--- src/rtl/fixedpoint_pkg.sv ---
// Shared types and helpers for the fixed-point datapath blocks.
// Holds the arbiter state encoding and the round-robin pick function.
package fixedpoint_pkg;

    localparam int MAX_REQUESTERS = 16;

    typedef enum logic [1:0] {
        IDLE,
        ISSUE,
        CAPTURE,
        RESPOND
    } sub_arb_state_t;

    typedef struct packed {
        logic       found;
        logic [3:0] idx;
    } rr_pick_t;

    // First set bit of valid[n-1:0] at or above ptr, wrapping past n-1 back to 0.
    function automatic rr_pick_t rr_pick(input logic [MAX_REQUESTERS-1:0] valid,
                                         input logic [3:0]                ptr,
                                         input int                        n);
        rr_pick_t r;
        int       k;
        r.found = 1'b0;
        r.idx   = '0;
        for (int i = 0; i < MAX_REQUESTERS; i++) begin
            k = (int'(ptr) + i) % n;
            if (i < n && !r.found && valid[k[3:0]]) begin
                r.found = 1'b1;
                r.idx   = k[3:0];
            end
        end
        return r;
    endfunction

endpackage

--- src/rtl/sub.sv ---
// Fixed-point subtractor: whole and fraction fields subtract independently,
// each wrapping in its own width; the result registers when calculate_en is high.
module sub #(
    parameter int wholeWidth    = 8,
    parameter int fractionWidth = 8
) (
    input  logic                                clock,
    input  logic                                calculate_en,
    input  logic [wholeWidth+fractionWidth-1:0] valueOne,
    input  logic [wholeWidth+fractionWidth-1:0] valueTwo,
    output logic [wholeWidth+fractionWidth-1:0] difference
);

    localparam int W = wholeWidth + fractionWidth;

    logic [W-1:0]             difference_q;
    logic [W-1:0]             difference_d;
    logic [wholeWidth-1:0]    whole_diff;
    logic [fractionWidth-1:0] frac_diff;

    always_comb begin
        whole_diff   = valueOne[W-1:fractionWidth] - valueTwo[W-1:fractionWidth];
        frac_diff    = valueOne[fractionWidth-1:0] - valueTwo[fractionWidth-1:0];
        difference_d = {whole_diff, frac_diff};
    end

    always_ff @(posedge clock) begin
        if (calculate_en) begin
            difference_q <= difference_d;
        end
    end

    assign difference = difference_q;

endmodule

--- src/rtl/sub_arbiter.sv ---
// Round-robin front end that shares one sub instance among several clients,
// one operation in flight, with a backpressured tagged response.
module sub_arbiter
    import fixedpoint_pkg::*;
#(
    parameter int wholeWidth    = 8,
    parameter int fractionWidth = 8,
    parameter int numRequesters = 4,
    localparam int W            = wholeWidth + fractionWidth,
    localparam int idWidth      = $clog2(numRequesters)
) (
    input  logic                       clock,
    input  logic                       reset,
    input  logic [numRequesters-1:0]   req_valid,
    output logic [numRequesters-1:0]   req_ready,
    input  logic [numRequesters*W-1:0] req_value_one,
    input  logic [numRequesters*W-1:0] req_value_two,
    output logic                       rsp_valid,
    input  logic                       rsp_ready,
    output logic [idWidth-1:0]         rsp_id,
    output logic [W-1:0]               rsp_difference,
    output logic                       busy
);

    if (numRequesters < 2 || numRequesters > MAX_REQUESTERS) begin : g_bad_requesters
        $error("sub_arbiter: numRequesters must be in 2..16");
    end

    sub_arb_state_t       state_q, state_d;
    logic [idWidth-1:0]   rr_ptr_q, rr_ptr_d;
    logic [idWidth-1:0]   op_id_q, op_id_d;
    logic [W-1:0]         op_one_q, op_one_d;
    logic [W-1:0]         op_two_q, op_two_d;
    logic                 calculate_en;
    rr_pick_t             pick;
    logic [idWidth-1:0]   grant;
    logic [W-1:0]         one_sel;
    logic [W-1:0]         two_sel;

    always_comb begin
        pick    = rr_pick(MAX_REQUESTERS'(req_valid), 4'(rr_ptr_q), numRequesters);
        grant   = pick.idx[idWidth-1:0];
        one_sel = '0;
        two_sel = '0;
        for (int i = 0; i < numRequesters; i++) begin
            if (grant == idWidth'(i)) begin
                one_sel = req_value_one[i*W +: W];
                two_sel = req_value_two[i*W +: W];
            end
        end
    end

    always_comb begin
        state_d      = state_q;
        rr_ptr_d     = rr_ptr_q;
        op_id_d      = op_id_q;
        op_one_d     = op_one_q;
        op_two_d     = op_two_q;
        req_ready    = '0;
        rsp_valid    = 1'b0;
        calculate_en = 1'b0;
        case (state_q)
            IDLE: begin
                if (pick.found) begin
                    req_ready = numRequesters'(1) << grant;
                    op_id_d   = grant;
                    op_one_d  = one_sel;
                    op_two_d  = two_sel;
                    rr_ptr_d  = (pick.idx == 4'(numRequesters - 1)) ? '0 : grant + 1'b1;
                    state_d   = ISSUE;
                end
            end
            ISSUE: begin
                calculate_en = 1'b1;
                state_d      = CAPTURE;
            end
            CAPTURE: begin
                state_d = RESPOND;
            end
            RESPOND: begin
                rsp_valid = 1'b1;
                if (rsp_ready) begin
                    state_d = IDLE;
                end
            end
            default: begin
                state_d = IDLE;
            end
        endcase
    end

    always_ff @(posedge clock or posedge reset) begin
        if (reset) begin
            state_q  <= IDLE;
            rr_ptr_q <= '0;
            op_id_q  <= '0;
            op_one_q <= '0;
            op_two_q <= '0;
        end else begin
            state_q  <= state_d;
            rr_ptr_q <= rr_ptr_d;
            op_id_q  <= op_id_d;
            op_one_q <= op_one_d;
            op_two_q <= op_two_d;
        end
    end

    assign rsp_id = op_id_q;
    assign busy   = (state_q != IDLE);

    sub #(
        .wholeWidth   (wholeWidth),
        .fractionWidth(fractionWidth)
    ) u_sub (
        .clock       (clock),
        .calculate_en(calculate_en),
        .valueOne    (op_one_q),
        .valueTwo    (op_two_q),
        .difference  (rsp_difference)
    );

endmodule
--- config.mk ---
export PLATFORM = sky130hd
export DESIGN_NAME = sub_arbiter
export DESIGN_NICKNAME = d
export VERILOG_FILES = /design/src/rtl/fixedpoint_pkg.sv /design/src/rtl/sub.sv /design/src/rtl/sub_arbiter.sv
export SDC_FILE = /design/constraint.sdc
export NUM_CORES = 1
export LEC_CHECK = 0
export BUFFER_PORTS_ARGS = -buffer_cell sky130_fd_sc_hd__buf_4
export CAP_MARGIN = 30
export CORE_MARGIN = 4
export CORE_UTILIZATION = 44
export DETAILED_ROUTE_END_ITERATION = 8
export PLACE_DENSITY = 0.77
export SYNTH_ARGS = -nofsm -noshare
export SYNTH_HDL_FRONTEND = slang
export SYNTH_SLANG_ARGS = --single-unit
export TNS_END_PERCENT = 100
--- constraint.sdc ---
create_clock -name clock -period 2.29 [get_ports clock]
set_input_delay 0.1145 -clock clock [delete_from_list [all_inputs] [get_ports clock]]
set_output_delay 0.1145 -clock clock [all_outputs]
set_load 0.01 [all_outputs]
Yosys cells after proc, flatten, opt, wreduce, memory -nomap -nowiden --
Index checks and enable logic that the tools add are counted.
Word-level totals: register bits after elaboration 54, bits of input ports 135, output and inout bits 24, word-level logic and storage cells 71
Operators by class: add/subtract/negate cells 6, order comparisons 4, eq/ne operators 9, shift-type cells 1, multiplexer cells 28, bitwise logic cells 3, reductions and logical operators 14
Operator list (number):
- two-way mux 16 bit | 8
- two-way mux 5 bit | 4
- subtractor 8 bit | 2
- < comparator 4 x 5 -> 1 bit (second input constant) | 3
- binary-select mux 1 bit (select 3 bit) | 3
- == test 2 bit (second input constant) | 4
- two-way mux 4 bit | 2
- case mux 2 bit (4 select lines) | 1
- two-way mux 1 bit | 6
- two-way mux 2 bit | 3
- OR reduction 2 bit | 3
- < comparator 2 x 5 -> 1 bit (second input constant) | 1
- adder 2 x 1 -> 2 bit (second input constant) | 2
- adder 2 bit (second input constant) | 2
- == test 2 x 1 -> 1 bit (second input constant) | 2
- == test 4 x 2 -> 1 bit (second input constant) | 1
- logical NOT 2 bit | 2
- inequality test 2 bit (second input constant) | 2
- AND reduction 2 bit | 2
- left shift 1 x 2 -> 4 bit (first input constant) | 1
- bitwise AND 1 bit (first input constant) | 3
- logical AND 1 bit | 3
- logical NOT 1 bit | 3
- binary-select mux 1 bit (select 2 bit) | 1
- nonzero test 2 bit | 1

Depth between registers and ports, before layout --
Gate-level depths: netlist of run 1.
word-level depth 18, mapped depth 12, gate-level depth less buffers 11

Cells and area by module --
From an unflattened synthesis of run 1, not the netlist that was laid out.
Second synthesis, totals: cells, all modules 452, area total of the unflattened synthesis 3900.0 µm²
Modules (own cells, without submodules):
- sub_arbiter | times used 1, cells an instance 341, area an instance 2765.2 µm², sequential area each 950.9 µm²
- sub | times used 1, cells an instance 111, area an instance 1134.8 µm², sequential area each 480.5 µm²

Worst setup path after synthesis of run 1 --
No wires, ideal clock.
path kind register to register, from register rr_ptr_q[0], to register op_two_q[2], library setup time 0.084 ns, arrival time 2.064 ns, data required time 2.206 ns, path slack 0.142 ns, cell stages (with the launch flop) 13, buffers on the path 2, clock period less this slack 2.148 ns, cell sequence dfrtp_1 nor2b_1 a21oi_1 nor2_1 a211oi_1 ha_1 buf_4 clkbuf_1 nand2_1 a21oi_1 a21oi_1 o21ai_0 a21boi_0
RTL lines:
- start: declaration | line sub_arbiter.sv:30 | logic [idWidth-1:0] rr_ptr_q, rr_ptr_d;
- start signal: assignment | line sub_arbiter.sv:101 | rr_ptr_q <= rr_ptr_d;
- end signal: assignment | line sub_arbiter.sv:104 | op_two_q <= op_two_d;
- end: declaration | line sub_arbiter.sv:33 | logic [W-1:0] op_two_q, op_two_d;

==> flow_metrics.tcl, run 1 <==
set metrics [dict create \
    result_of_the_run "completed" \
    grt_util_all_layers_pct 22.3 \
    tritoncts_num_sinks 54 \
    timing_hold_violations_final 0 \
    syn-cell-area_um2 3850 \
    yosysUniqueCellTypes 39 \
    ys_seq_area_share_pct 37.2 \
    route.detailed.drc 0 \
    startpoint_type "flip-flop" \
    required_ns 2.18 \
    yosys-mux-area-fraction_pct 0 \
    synth_simple_gate_area_share_pct 16.2 \
    tritoncts "done" \
    initial_utilization_pct 45.9 \
    die-area_um2 10300 \
    period_minus_slack_ns 2.19 \
    synth_top_family_by_area "compound AO/OA/AOI/OAI gates" \
    finalCritPeriodShare_pct 95.5 \
    clock-root-buffer "clkbuf_8" \
    h_tree_depth 2 \
    mapped_cells 455 \
    tightest_slew_ns 0.474 \
    synth_edf_count 16 \
    post_route_cells_drive_above_1_share_pct 34.6 \
    critPathArrivalTime_ns 2.07 \
    io_pins 159 \
    grt_pass1_wl_um 18300 \
    design.final.nets 773 \
    synth_fa_ha_area_share_pct 8.19 \
    place_inst 705 \
    antennaDiodeCount 0 \
    place_congestion 0.853 \
    clock_latency_ns 0.30 \
    power.density_nw_per_um2 1370 \
    mean_post_synth_cell_area_um2 8.46 \
    detailedRoute.firstPassIterationCount 4 \
    cpMaxStageDelayCell "dfrtp_1" \
    synth_flop_cell "dfrtp_1" \
    crit_fanout 39 \
    timing.hold.worst.class "input port to flip-flop" \
    cp_max_stage_delay_ns 0.38 \
    antenna_found_initial 0 \
    clkTransAtPathRegs_ns 0.09 \
    pre_cts_ws_ns -0.0162 \
    numCtsBuffers 5 \
    grt_pass1_vias 3870 \
    synth.net_count 614 \
    report.final.slew_viol_count 0 \
    p_leak_uw 0.00247 \
    num-fill-cells 700 \
    synthTopCellsByArea "dfrtp_1 (25%), a21oi_1 (13%), edfxtp_1 (12%)" \
    rows 33 \
    io_buffers 158 \
    worstPathBufferInverterCount 5 \
    postSynth.asyncResetShare_pct 70.4 \
    detailroute.via_count 3873 \
    finClkSkew_ns 0.00393 \
    synth_largest_type_area_fraction_pct 24.7 \
    setup.worst_path.end_class "output pin" \
    path_class "flip-flop to output pin" \
    slew-limit-headroom_pct 68.4 \
    initialDrtViolationCount 130 \
    worst_slack_ns 0.103 \
    multi_input_gate_area_in_the_final_layout_um2 2190 \
    maxClockFrequency_mhz 457 \
    ys_seq_elements 54 \
    synth_xor_xnor_area_share_pct 2.05 \
    yosys_warnings 0 \
    placeableCoreArea_um2 8380 \
    route.final.wire_length_um 11700 \
    globalRoute.totalOverflow 0 \
    largest_net_degree_at_the_start_of_global_routing 42 \
    final_antenna_net_count 0 \
    netlist.top_cell.by_area "dfrtp_1" \
    worst_path_dominant_cell_family "buffers and inverters" \
    wl_per_cell_um 16.3 \
    vdd_drop_max_v 0.000514 \
    dieWidth_um 102 \
    cap_viol_max_count 0 \
    crit_path_cell_trace "buf_4 > o22ai_2 > a211oi_2 > inv_1 > buf_4 > ha_2 > buf_12 > and2_1 > buf_4" \
    die_h_um 102 \
    dpl.hpwl_um 9010 \
    clk_path_buf_depth 2 \
    syn2layout_area_growth_pct 42.3 \
    ff_latch_area_um2 1430 \
    unrepaired_setup_endpoints_after_global_routing "true" \
    setup-violations-final 0 \
    complex_gate_fraction_of_the_synthesized_area_pct 28.7 \
    via_density_per_instance 5.38 \
    stdcell_count 720 \
    worst_path_most_repeated_cell "buf_4" \
]
-- placed cells by master (no fill, tap or decap), drive strengths merged, types with 16 or more instances in the layout --
master and count:
nor2 17, o21a 17, inv 31, a21oi 100
ha 22, buf 182, o21ai 40, dfrtp 38
a21boi 20, nand3b 32, edfxtp 16, nand2 44
-- final cells by class --
type	instances	share of cell area (%)
clock inverters	1	0.548
inverters	32	2.19
repair buffers	184	27.3
well taps	105	2.40
multi-input cells	337	40.0
flip-flops and latches	54	26.2
clock buffers	7	1.39
-- synthesized netlist by cell type (all sizes together) (16+ instances only) --
library cell and instances:
a21boi 20, a21oi 100, buf 16, clkbuf 16, dfrtp 38, edfxtp 16, ha 22, inv 32
nand2 44, nand3b 32, nor2 17, o21a 17, o21ai 40
-- path summary, 6_finish.rpt --
| kind | start | end | slack [ns] | cells past startpoint |
|---|---|---|---|---|
| min in group asynchronous | reset | op_two_q[3]$_DFFE_PP0P_ | 0.32 | 3 |
| worst max register to register | rr_ptr_q[0]$_DFFE_PP0P_ | op_two_q[5]$_DFFE_PP0P_ | 0.13 | 11 |
| worst min-delay path | req_value_two[63] | op_two_q[15]$_DFFE_PP0P_ | 0.11 | 3 |
| worst min register to register | op_two_q[8]$_DFFE_PP0P_ | op_two_q[8]$_DFFE_PP0P_ | 0.51 | 1 |
| worst max-delay path | rr_ptr_q[0]$_DFFE_PP0P_ | req_ready[2] | 0.10 | 9 |
| max in group asynchronous | reset | op_two_q[13]$_DFFE_PP0P_ | 1.47 | 4 |
-- flip-flops by register name, summed over array words and instances, names as in the netlist --
| name | count |
|---|---|
| op_one_q | 16 |
| op_two_q | 16 |
| rr_ptr_q | 2 |
| rsp_id | 2 |
| state_q | 2 |
| u_sub.difference | 16 |
-- tightest hold or removal path: cells and delay by family --
| kind | cells | cell delay, ns |
|---|---|---|
| compound gates | 2 | 0.18 |
| buf+inv | 1 | 0.08 |
-- routing by layer --
| layer | up-vias | track usage [%] | share of wire (%) |
|---|---|---|---|
| met1 | 1816 | 28.9 | 42 |
| met3 | 14 | 3.99 | 6.2 |
| met4 | 0 | 5.32 | 1.4 |
| met2 | 131 | 38.8 | 50 |
| li1 | 1912 | - | - |
| met5 | - | 0 | 0 |
-- stage by stage --
step                utilization, %  hold slack [ns]  total power (uW)  setup TNS, ns  area, um2
floorplan                        -            0.307              5240              0       3850
global placement              61.9            0.269              6460              0       5190
detailed placement            62.3            0.101              6660        -0.0162       5220
CTS                           63.8            0.102              7330              0       5350
global route                  65.3            0.122              8180        -0.0244       5480
finish                        65.3            0.112              7510              0       5480
-- kinds of logic after synthesis --
family / Yosys count
compound gates: 188
simple gates: 116
buf+inv: 64
flops: 54
fa+ha+maj: 24
xor+xnor: 9
-- power by group --
part | total, uW | internal, uW | switching (uW)
registers | 1980 | 1710 | 269
clock network | 625 | 328 | 298
logic | 4910 | 2330 | 2580
-- timing repair --
action                                  4_1_cts  5_1_grt
endpoints found under the setup margin        2       28
hold endpoints to repair                      7        0
pin swaps                                     0        2
hold buffers                                  1        0
cloned                                        0        1
setup buffers                                 0        5
resized for setup                             2       17
Power figures use the tool's default switching activity.
==> inputs of run 2 (changes only) <==
--- a/config.mk
+++ b/config.mk
@@ -13,5 +13,6 @@
 export PLACE_DENSITY = 0.77
 export SYNTH_ARGS = -nofsm -noshare
 export SYNTH_HDL_FRONTEND = slang
+export SYNTH_HIERARCHICAL = 1
 export SYNTH_SLANG_ARGS = --single-unit
 export TNS_END_PERCENT = 100
==> flow_metrics.tcl, run 2 <==
set metrics [dict create \
    cap_viol_max_count 0 \
    synth_flop_cell "dfrtp_1" \
    clkTransAtPathRegs_ns 0.10 \
    vdd_drop_max_v 0.000645 \
    use_met1_pct 30.0 \
    ys_seq_area_share_pct 36.7 \
    most_frequent_cell_after_synthesis "a21oi_1" \
    antenna_found_initial 0 \
    initialDrtViolationCount 307 \
    detailroute.via_count 4059 \
    grt_pass1_wl_um 18800 \
    wl_per_cell_um 17.1 \
    dpl.hpwl_um 9090 \
    die_h_um 102 \
    groute.layer.met2.usage_pct 37.8 \
    netlist_top_cells_count "a21oi_1 (108), inv_1 (57), nor2_1 (41)" \
    final_antenna_net_count 0 \
    clock-root-buffer "clkbuf_8" \
    multi_input_gate_area_in_the_final_layout_um2 2230 \
    numCtsBuffers 5 \
    mapped_cells 452 \
    critPathArrivalTime_ns 2.21 \
    synth.net_count 611 \
    initial_utilization_pct 44.9 \
    crit_fanout 7 \
    final_common_cell "buf_4" \
    route.detailed.drc 0 \
    met3_resource_use_gr_pct 4.10 \
    ff_latch_area_um2 1430 \
    syn2layout_area_growth_pct 44.7 \
    grt_util_all_layers_pct 22.7 \
    yosysUniqueCellTypes 39 \
    route.final.wire_length_um 12400 \
    place_congestion 0.874 \
    synthTopCellsByArea "dfrtp_1 (24%), a21oi_1 (14%), edfxtp_1 (12%)" \
    grt_pass1_vias 3912 \
    postSynth.asyncResetShare_pct 70.4 \
    io_pins 159 \
    synth_edf_count 16 \
    rows 34 \
    detailedRoute.firstPassIterationCount 5 \
    slew-limit-headroom_pct 55.1 \
    num-fill-cells 734 \
    report.final.slew_viol_count 0 \
    result_of_the_run "finished with violations" \
    ys_seq_elements 54 \
    timing_hold_violations_final 0 \
    layout_common_cells "buf_4 (175), a21oi_1 (92), inv_1 (57), nor2_1 (40), dfrtp_1 (38)" \
    path_class "flip-flop to output pin" \
    period_minus_slack_ns 2.32 \
    dieWidth_um 102 \
    failed_checks "negative setup slack" \
    largest_net_degree_at_the_start_of_global_routing 54 \
    io_buffers 158 \
    yosys_warnings 6 \
    design.final.nets 773 \
    die-area_um2 10400 \
    required_ns 2.18 \
    clock_latency_ns 0.30 \
    h_tree_depth 2 \
    clk_path_buf_depth 2 \
    maxClockFrequency_mhz 431 \
    tritoncts_num_sinks 54 \
    antennaDiodeCount 0 \
    whs_ns 0.0928 \
    placeableCoreArea_um2 8680 \
    globalRoute.totalOverflow 0 \
    grt_most_used_layer "met2" \
    power.density_nw_per_um2 1440 \
    worst_slack_ns -0.0322 \
    tritoncts "done" \
    syn-cell-area_um2 3900 \
    startpoint_type "flip-flop" \
    timing.hold.worst.class "input port to flip-flop" \
    post_route_cells_drive_above_1_share_pct 36.7 \
    via_density_per_instance 5.61 \
    design_power_total_uw 8120 \
    synth_largest_type_area_fraction_pct 24.4 \
    setup.worst_path.end_class "output pin" \
    tightest_slew_ns 0.673 \
    mean_post_synth_cell_area_um2 8.63 \
    netlist.top_cell.by_area "dfrtp_1" \
    finClkSkew_ns 0.00722 \
    p_leak_uw 0.00261 \
    unrepaired_setup_endpoints_after_global_routing "true" \
    setup-violations-final 9 \
    finalCritPeriodShare_pct 101 \
]
-- run 2: area by class of cell --
type                       instances  area share [%]
clock buffer                       5            1.22
clock inverter                     3           0.798
inverter                          57            3.79
multi-input combinational        309            39.4
sequential                        54            25.4
tap                              108            2.39
timing repair buffer             187            27.0
-- run 2: what timing repair did --
action,in CTS,in global routing
resized for setup,5,31
endpoints found under the hold margin,38,0
gates cloned,0,1
hold buffers,1,0
setup buffers,2,10
setup endpoints to repair,8,32
pin swaps,0,5
-- run 2: path summary, 6_finish.rpt --
check | startpoint | to | slack (ns) | cells past startpoint
max | rr_ptr_q[1]$_DFFE_PP0P_ | req_ready[2] | -0.03 | 7
min | req_value_two[51] | op_two_q[3]$_DFFE_PP0P_ | 0.09 | 3
max reg2reg | rr_ptr_q[1]$_DFFE_PP0P_ | op_one_q[0]$_DFFE_PP0P_ | -0.02 | 8
min reg2reg | rsp_id[1]$_DFFE_PP0P_ | rsp_id[1]$_DFFE_PP0P_ | 0.51 | 2
max in group asynchronous | reset | op_one_q[8]$_DFFE_PP0P_ | 1.47 | 4
min in group asynchronous | reset | op_one_q[13]$_DFFE_PP0P_ | 0.47 | 4
-- run 2: cell families (layout without fill, tap and decap cells) --
family	count (synthesis)	after routing	share of synthesized area [%]
DFF	54	54	36.7
AOI/OAI and AO/OA	163	163	27.0
xor gates and xnor gates	10	10	2.25
and+or+nand+nor	110	110	15.5
adders and majority gates	24	24	8.08
muxes	2	2	0.545
buffers and inverters	89	252	9.91
-- run 2: power by group --
group / leakage, uW / total (uW) / switching [uW] / internal, uW
registers: 0.000584 / 2000 / 294 / 1710
clock network: 0.0000504 / 653 / 327 / 326
logic: 0.00198 / 5470 / 2880 / 2580
-- run 2: per-stage QoR --
step | worst slack, ns | utilization (%) | TNS [ns] | cell area, um2 | std cells
after global placement | 0.104 | 60.3 | 0 | 5230 | 701
after CTS | -0.00306 | 62.1 | -0.00306 | 5390 | 712
after floorplan | 0.117 | - | 0 | 3900 | 452
after detailed placement | -0.0164 | 60.3 | -0.0228 | 5230 | 701
after global routing | -0.0887 | 65.0 | -1.53 | 5640 | 723
final | -0.0322 | 65.0 | -0.181 | 5640 | 723
-- run 2: worst max-delay path: stages, from the launching register on --
cell,delay (ns)
dfrtp_1,0.38
mux2i_1,0.25
nor2_1,0.10
or4_4,0.59
ha_4,0.21
buf_12,0.13
and2_4,0.13
buf_6,0.11
-- run 2: layer usage --
layer,up-vias,routed length [um],part of all wire [%]
li1,1938,-,-
met1,1896,4990,40
met2,198,6130,49
met3,27,982,7.9
met4,0,284,2.3
met5,-,0,0
